**src/rtl/nibble_serial_add_ctrl.sv**
```systemverilog
// Nibble-serial add/subtract sequencer: one 4-bit RCA, one nibble per clock, LSB nibble first.
// Optional running accumulator (ACC port, A taken from S) enabled by defining NIBBLE_ADD_ACC_EN.

module rca4 (
    input  logic [3:0] i_a,
    input  logic [3:0] i_b,
    input  logic       i_ci,
    output logic [3:0] o_s,
    output logic       o_co
);
    logic [4:0] w_c;

    assign w_c[0] = i_ci;

    generate
        for (genvar gi = 0; gi < 4; gi++) begin : g_fa
            assign o_s[gi]    = i_a[gi] ^ i_b[gi] ^ w_c[gi];
            assign w_c[gi+1]  = (i_a[gi] & i_b[gi]) | (w_c[gi] & (i_a[gi] ^ i_b[gi]));
        end
    endgenerate

    assign o_co = w_c[4];
endmodule

module nibble_serial_add_ctrl #(
    parameter int NIBBLES = 4
) (
    input  logic                   i_clk,
    input  logic                   i_rst,
    input  logic                   i_start,
    input  logic                   i_sub,
    input  logic                   i_ci,
    input  logic [4*NIBBLES-1:0]   i_a,
    input  logic [4*NIBBLES-1:0]   i_b,
`ifdef NIBBLE_ADD_ACC_EN
    input  logic                   i_acc,
`endif
    output logic [4*NIBBLES-1:0]   o_s,
    output logic                   o_co,
    output logic                   o_ovf,
    output logic                   o_busy,
    output logic                   o_done
);
    localparam int         W    = 4 * NIBBLES;
    localparam logic [2:0] LAST = 3'(NIBBLES - 1);

    typedef enum logic {IDLE, RUN} state_t;

    state_t         r_state;
    logic [W-1:0]   r_a;
    logic [W-1:0]   r_b;
    logic [W-1:0]   r_s;
    logic           r_carry;
    logic           r_co;
    logic           r_ovf;
    logic           r_busy;
    logic           r_done;
    logic [2:0]     r_cnt;

    logic [3:0]     w_sum;
    logic           w_co;
    logic [W-1:0]   w_a_src;
    logic [W-1:0]   w_a_shift;
    logic [W-1:0]   w_b_shift;
    logic [W-1:0]   w_res_shift;

`ifdef NIBBLE_ADD_ACC_EN
    assign w_a_src = i_acc ? r_s : i_a;
`else
    assign w_a_src = i_a;
`endif

    rca4 u_rca (
        .i_a  (r_a[3:0]),
        .i_b  (r_b[3:0]),
        .i_ci (r_carry),
        .o_s  (w_sum),
        .o_co (w_co)
    );

    // The partial result only needs the upper W-4 bits; the newest nibble comes straight from the RCA.
    generate
        if (NIBBLES == 1) begin : g_one
            assign w_a_shift   = '0;
            assign w_b_shift   = '0;
            assign w_res_shift = w_sum;
        end else begin : g_multi
            logic [W-5:0] r_res;

            always_ff @(posedge i_clk or posedge i_rst) begin
                if (i_rst) begin
                    r_res <= '0;
                end else if (r_state == RUN) begin
                    r_res <= w_res_shift[W-1:4];
                end
            end

            assign w_a_shift   = {4'b0000, r_a[W-1:4]};
            assign w_b_shift   = {4'b0000, r_b[W-1:4]};
            assign w_res_shift = {w_sum, r_res};
        end
    endgenerate

    always_ff @(posedge i_clk or posedge i_rst) begin
        if (i_rst) begin
            r_state <= IDLE;
            r_a     <= '0;
            r_b     <= '0;
            r_s     <= '0;
            r_carry <= 1'b0;
            r_co    <= 1'b0;
            r_ovf   <= 1'b0;
            r_busy  <= 1'b0;
            r_done  <= 1'b0;
            r_cnt   <= '0;
        end else begin
            r_done <= 1'b0;
            case (r_state)
                IDLE: begin
                    if (i_start) begin
                        r_a     <= w_a_src;
                        r_b     <= i_sub ? ~i_b : i_b;
                        r_carry <= i_sub ? 1'b1 : i_ci;
                        r_cnt   <= '0;
                        r_busy  <= 1'b1;
                        r_state <= RUN;
                    end
                end
                RUN: begin
                    r_carry <= w_co;
                    r_a     <= w_a_shift;
                    r_b     <= w_b_shift;
                    r_cnt   <= r_cnt + 3'd1;
                    if (r_cnt == LAST) begin
                        // r_a/r_b now hold the MSB nibble, so bit 3 is each operand's sign.
                        r_s     <= w_res_shift;
                        r_co    <= w_co;
                        r_ovf   <= (r_a[3] == r_b[3]) && (w_sum[3] != r_a[3]);
                        r_done  <= 1'b1;
                        r_busy  <= 1'b0;
                        r_state <= IDLE;
                    end
                end
                default: r_state <= IDLE;
            endcase
        end
    end

    assign o_s    = r_s;
    assign o_co   = r_co;
    assign o_ovf  = r_ovf;
    assign o_busy = r_busy;
    assign o_done = r_done;
endmodule
```
**config.mk**
```make
export PLATFORM = sky130hd
export DESIGN_NAME = nibble_serial_add_ctrl
export DESIGN_NICKNAME = d
export VERILOG_FILES = /design/src/rtl/nibble_serial_add_ctrl.sv
export SDC_FILE = /design/constraint.sdc
export NUM_CORES = 1
export LEC_CHECK = 0
export CORE_ASPECT_RATIO = 1.4
export CORE_UTILIZATION = 40
export CTS_CLUSTER_SIZE = 30
export DETAILED_ROUTE_END_ITERATION = 10
export SLEW_MARGIN = 40
export SYNTH_ARGS = -nofsm -noshare
export SYNTH_HDL_FRONTEND = slang
export SYNTH_SLANG_ARGS = --single-unit
```
**constraint.sdc**
```tcl
create_clock -name i_clk -period 2.91 [get_ports i_clk]
set_clock_uncertainty 0.05 [all_clocks]
set_input_delay 0.582 -clock i_clk [delete_from_list [all_inputs] [get_ports i_clk]]
set_output_delay 0.582 -clock i_clk [all_outputs]
set_load 0.02 [all_outputs]
```
Yosys cells after proc, flatten, opt, wreduce, memory -nomap -nowiden
Cells that the tools add are included.
- add/sub/neg operators: 1
- equal/unequal tests: 5
- multiplexer cells: 18
- bitwise operators: 22
- reductions and logical operators: 3
- operators by type and width (operator ; count):
    one-hot mux 16 bit (2 select lines) ; 2
    two-way mux 16 bit ; 3
    inverter 16 bit ; 1
    bitwise AND 1 bit ; 8
    two-way mux 1 bit ; 8
    XOR 1 bit ; 8
    one-hot mux 1 bit (2 select lines) ; 3
    one-hot mux 3 bit (2 select lines) ; 1
    bitwise OR 1 bit ; 4
    AND reduction 2 bit ; 2
    adder 3 x 1 -> 3 bit, second input constant ; 1
    == test 3 x 2 -> 1 bit, second input constant ; 1
    two-way mux 3 bit ; 1
    inequality test 2 x 1 -> 1 bit, second input constant ; 1
    inequality test 2 bit, second input constant ; 1
    == test 1 bit ; 1
    logical AND 1 bit ; 1
    inequality test 1 bit ; 1
    inverter 1 bit ; 1
- bits in registers: 69
- logic and storage cells: 60

Depth between registers and ports, before layout
- depth after elaboration: 10
- mapped depth: 9
- mapped depth without buffers: 9

Cells and area by module
A second synthesis with hierarchy kept.
- cell total of the unflattened synthesis: 261
- area, all modules: 3229.3 um^2
- by module, submodules not included (module ; instances ; cells an instance ; area each (um^2) ; sequential area each (um^2)):
    nibble_serial_add_ctrl ; 1 ; 247 ; 3111.7 ; 1726.7
    rca4 ; 1 ; 14 ; 117.6 ; 0.0

Worst setup path before layout
No wires, ideal clock.
- kind: register to register
- start: register r_a[0]
- end: register r_ovf (netlist: o_ovf)
- setup time: 0.078 ns
- arrival: 2.162 ns
- data required time: 2.782 ns
- slack: 0.620 ns
- stages on the path, launching flop included: 10
- buffers on the path: 0
- period minus slack after synthesis: 2.290 ns
- path through: dfrtp_1 > fa_1 > inv_1 > fa_1 > inv_1 > fa_1 > inv_1 > fa_1 > xor2_1 > o2bb2ai_1
- cells in the longest elaborated chain, start to end: 10
- elaborated cells between the ends (all ways): 11
- ends and longest elaborated chain (item ; RTL line ; text):
    start: declaration ; 50 ; logic [W-1:0] r_a;
    start signal: assignment ; 121 ; r_a <= w_a_src;
    start signal: assignment ; 131 ; r_a <= w_a_shift;
    XOR 1 bit ; 18 ; assign w_c[gi+1] = (i_a[gi] & i_b[gi]) | (w_c[gi] & (i_a[gi] ^ i_b[gi]));
    bitwise AND 1 bit ; 18 ;
    bitwise OR 1 bit (*) ; 18 ;
    bitwise AND 1 bit (*) ; 18 ;
    bitwise OR 1 bit (*) ; 18 ;
    bitwise AND 1 bit (*) ; 18 ;
    bitwise OR 1 bit (*) ; 18 ;
    XOR 1 bit (*) ; 17 ; assign o_s[gi] = i_a[gi] ^ i_b[gi] ^ w_c[gi];
    inequality test 1 bit (*) ; 138 ; r_ovf <= (r_a[3] == r_b[3]) && (w_sum[3] != r_a[3]);
    logical AND 1 bit (*) ; 138 ;
    end signal: assignment ; 138 ;
    end: declaration ; 55 ; logic r_ovf;
Mark *: on every way between the ends. The rest lies on a longest branch, timed or not.
A chain may end at the register's enable or synchronous reset.

Worst setup path after layout
Same ends and word-level chain as after synthesis.

==> results.sh <==
export IMPL_status="finished, final reports clean"
export IMPL_vias_per_cell=4.84
export IMPL_cts_resized=0
export IMPL_antenna_found_initial=0
export IMPL_synth_cells=259
export IMPL_cp_required_ns=3.12
export IMPL_synthToLayoutAreaGrowth_pct=26.4
export IMPL_ir_drop_uv=482
export IMPL_syn_num_nets=303
export IMPL_power_density_nw_per_um2=989
export IMPL_clk_latency_ns=0.34
export IMPL_whs_ns=0.424
export IMPL_fill_cells=702
export IMPL_synth_edf_count=0
export IMPL_synth_compound_area_share_pct=8.32
export IMPL_synth_largest_area_cell="dfrtp_1"
export IMPL_rsz0062_at_grt="false"
export IMPL_fin_util_pct=52.0
export IMPL_cts_sinks=69
export IMPL_die_y_um=108
export IMPL_ios=57
export IMPL_ys_top_cells_by_area="dfrtp_1, mux2_2, mux2i_1, mux2_4, xnor2_1"
export IMPL_placed_cell_area_um2=3780
export IMPL_p_total_mw=3.98
export IMPL_crit_path_end_kind="register"
export IMPL_synth_top_family_by_area="multiplexers"
export IMPL_cts_tree="built"
export IMPL_grt_usage_pct=15.2
export IMPL_p_leak_nw=1.81
export IMPL_min_period_ns=2.43
export IMPL_setup_tns_ns=0
export IMPL_portBuffers=56
export IMPL_final_hold_viol_count=0
export IMPL_synth_yosys_seq_area_share_pct=54.2
export IMPL_grt_pass1_wl_mm=9.58
export IMPL_rows=38
export IMPL_fin_crit_sh_pct=83.4
export IMPL_maxCapViolCount=0
export IMPL_max_freq_mhz=412
export IMPL_netlist_area_um2=3190
export IMPL_syn_area_per_cell_um2=12.3
export IMPL_cts_setup_buffers=0
export IMPL_postCtsHoldBufs=0
export IMPL_synthMuxAreaShare_pct=14.8
export IMPL_synthAdderAreaFrac_pct=3.69
export IMPL_finalSetupViolations=0
export IMPL_drt_pass1_iterations=4
export IMPL_grt_start_max_net_pins=70
export IMPL_die_w_um=77.5
export IMPL_die_area_um2=8340
export IMPL_yosys_area_share_simple_pct=8.87
export IMPL_dr_total_vias=2022
export IMPL_worst_pin_slew_ns=0.758
export IMPL_slew_viol_final=0
export IMPL_synth_most_common_cell="dfrtp_1"
export IMPL_ys_top_cells_by_count="dfrtp_1, nand2_1, mux2i_1"
export IMPL_startpoint_type="register"
export IMPL_synthXorXnorAreaFrac_pct=4.67
export IMPL_cts_root_buf="clkbuf_8"
export IMPL_htreeDepth=3
export IMPL_hold_class="reg -> reg"
export IMPL_drc=0
export IMPL_start_util_pct=41.1
export IMPL_drtIter0Drc=116
export IMPL_synth_seq_cells=69
export IMPL_async_reset_ff_share_pct=100
export IMPL_antenna_cells=0
export IMPL_slew_headroom_pct=49.5
export IMPL_final_cell_area_um2=4030
export IMPL_grt_overflow_total=0
export IMPL_criticalPathCategory="reg -> reg"
export IMPL_synth_main_ff_cell="dfrtp_1"
export IMPL_synth_top_area_share_pct=54.2
export IMPL_arrival_ns=2.64
export IMPL_gp_congestion=0.736
export IMPL_dp_hpwl_mm=3.72
export IMPL_synth_warnings=0
export IMPL_layout_drive_gt1_share_pct=15.4
export IMPL_clock_path_buffers=2
export IMPL_wl_per_cell_um=13.1
export IMPL_critPathMaxFanout=3
export IMPL_coreArea_um2=7750
export IMPL_cts_buffers=9
export IMPL_routed_wl_mm=5.48
export IMPL_route_antenna_remaining_nets=0
export IMPL_synth_distinct_cells=33
export IMPL_nets=357
export IMPL_grt_pass1_vias=2043
export IMPL_cts_clk_slew_worst_paths_ns=0.07
## cells in the final DEF, fill, tap and decap left out, types with 5 or more instances in the layout
master and instances:
dfrtp_1 68, xor2_1 5, mux2i_1 17, clkbuf_8 13
xnor2_1 12, clkdlybuf4s50_1 55, o21ai_0 13, o211ai_1 8
or3b_1 9, mux2_2 16, mux2_4 8, nand2_1 21
a21oi_1 6, nor2_1 13, inv_1 11
## registers in the layout (all words and copies together) (netlist names)
signal and flops:
r_carry 1, r_cnt 3, o_s 16, o_busy 1, r_a 16, o_done 1
o_co 1, g_multi.r_res 12, r_b 16, o_ovf 1, r_state 1
## path summary, 6_finish.rpt
check	start	endpoint	slack (ns)	cells after the start
setup / recovery	r_a[0]	o_ovf	0.48	9
hold / removal	r_cnt[0]	r_cnt[0]	0.42	1
setup reg to reg	r_a[0]	o_ovf	0.48	9
hold reg to reg	r_cnt[0]	r_cnt[0]	0.42	1
max in group asynchronous	i_rst	r_state	1.92	3
min in group asynchronous	i_rst	o_s[12]	0.58	3
## worst max-delay path: stages (launching register included)
cell and delay [ns]:
dfrtp_1 0.40, fa_1 0.42, inv_1 0.08, fa_1 0.16, inv_1 0.05, fa_1 0.35, inv_1 0.08, fa_1 0.46
xor2_1 0.16, o2bb2ai_1 0.13
## power breakdown
part	total [mW]	switching, mW	internal (mW)
clock	0.915	0.340	0.575
sequential	1.61	0.266	1.34
combinational	1.46	0.668	0.789
total	3.98	1.27	2.71
## cell type report
cell class / instances / area (um2) / share of cell area [%]
Sequential cell: 69 / 1730 / 42.9
Multi-Input combinational cell: 160 / 1280 / 31.9
Clock inverter: 3 / 65.1 / 1.61
Clock buffer: 13 / 179 / 4.44
Tap cell: 100 / 125 / 3.11
Inverter: 13 / 48.8 / 1.21
Timing Repair Buffer: 60 / 598 / 14.8
## stage by stage
step	instances	worst slack, ns
2_1_floorplan	259	0.538
3_3_place_gp	402	0.571
3_5_place_dp	402	0.488
4_1_cts	418	0.479
5_1_grt	418	0.400
6_report	418	0.484
## per-layer routing
metal  GRT usage, %  wire length [um]  vias up
li1               -                 -      990
met1           17.8              2360      967
met2           24.8              2720       52
met3           3.98               197       13
met4           9.16               198        0
met5              0                 0        -
## cell families (layout without fill, tap and decap cells)
| logic type | count (synthesis) | after routing |
|---|---|---|
| compound gates | 41 | 41 |
| simple gates | 54 | 54 |
| mux | 41 | 41 |
| buf+inv | 30 | 89 |
| fa+ha+maj | 7 | 7 |
| xor+xnor | 17 | 17 |
| flops | 69 | 69 |
Power figures use the tool's default switching activity.
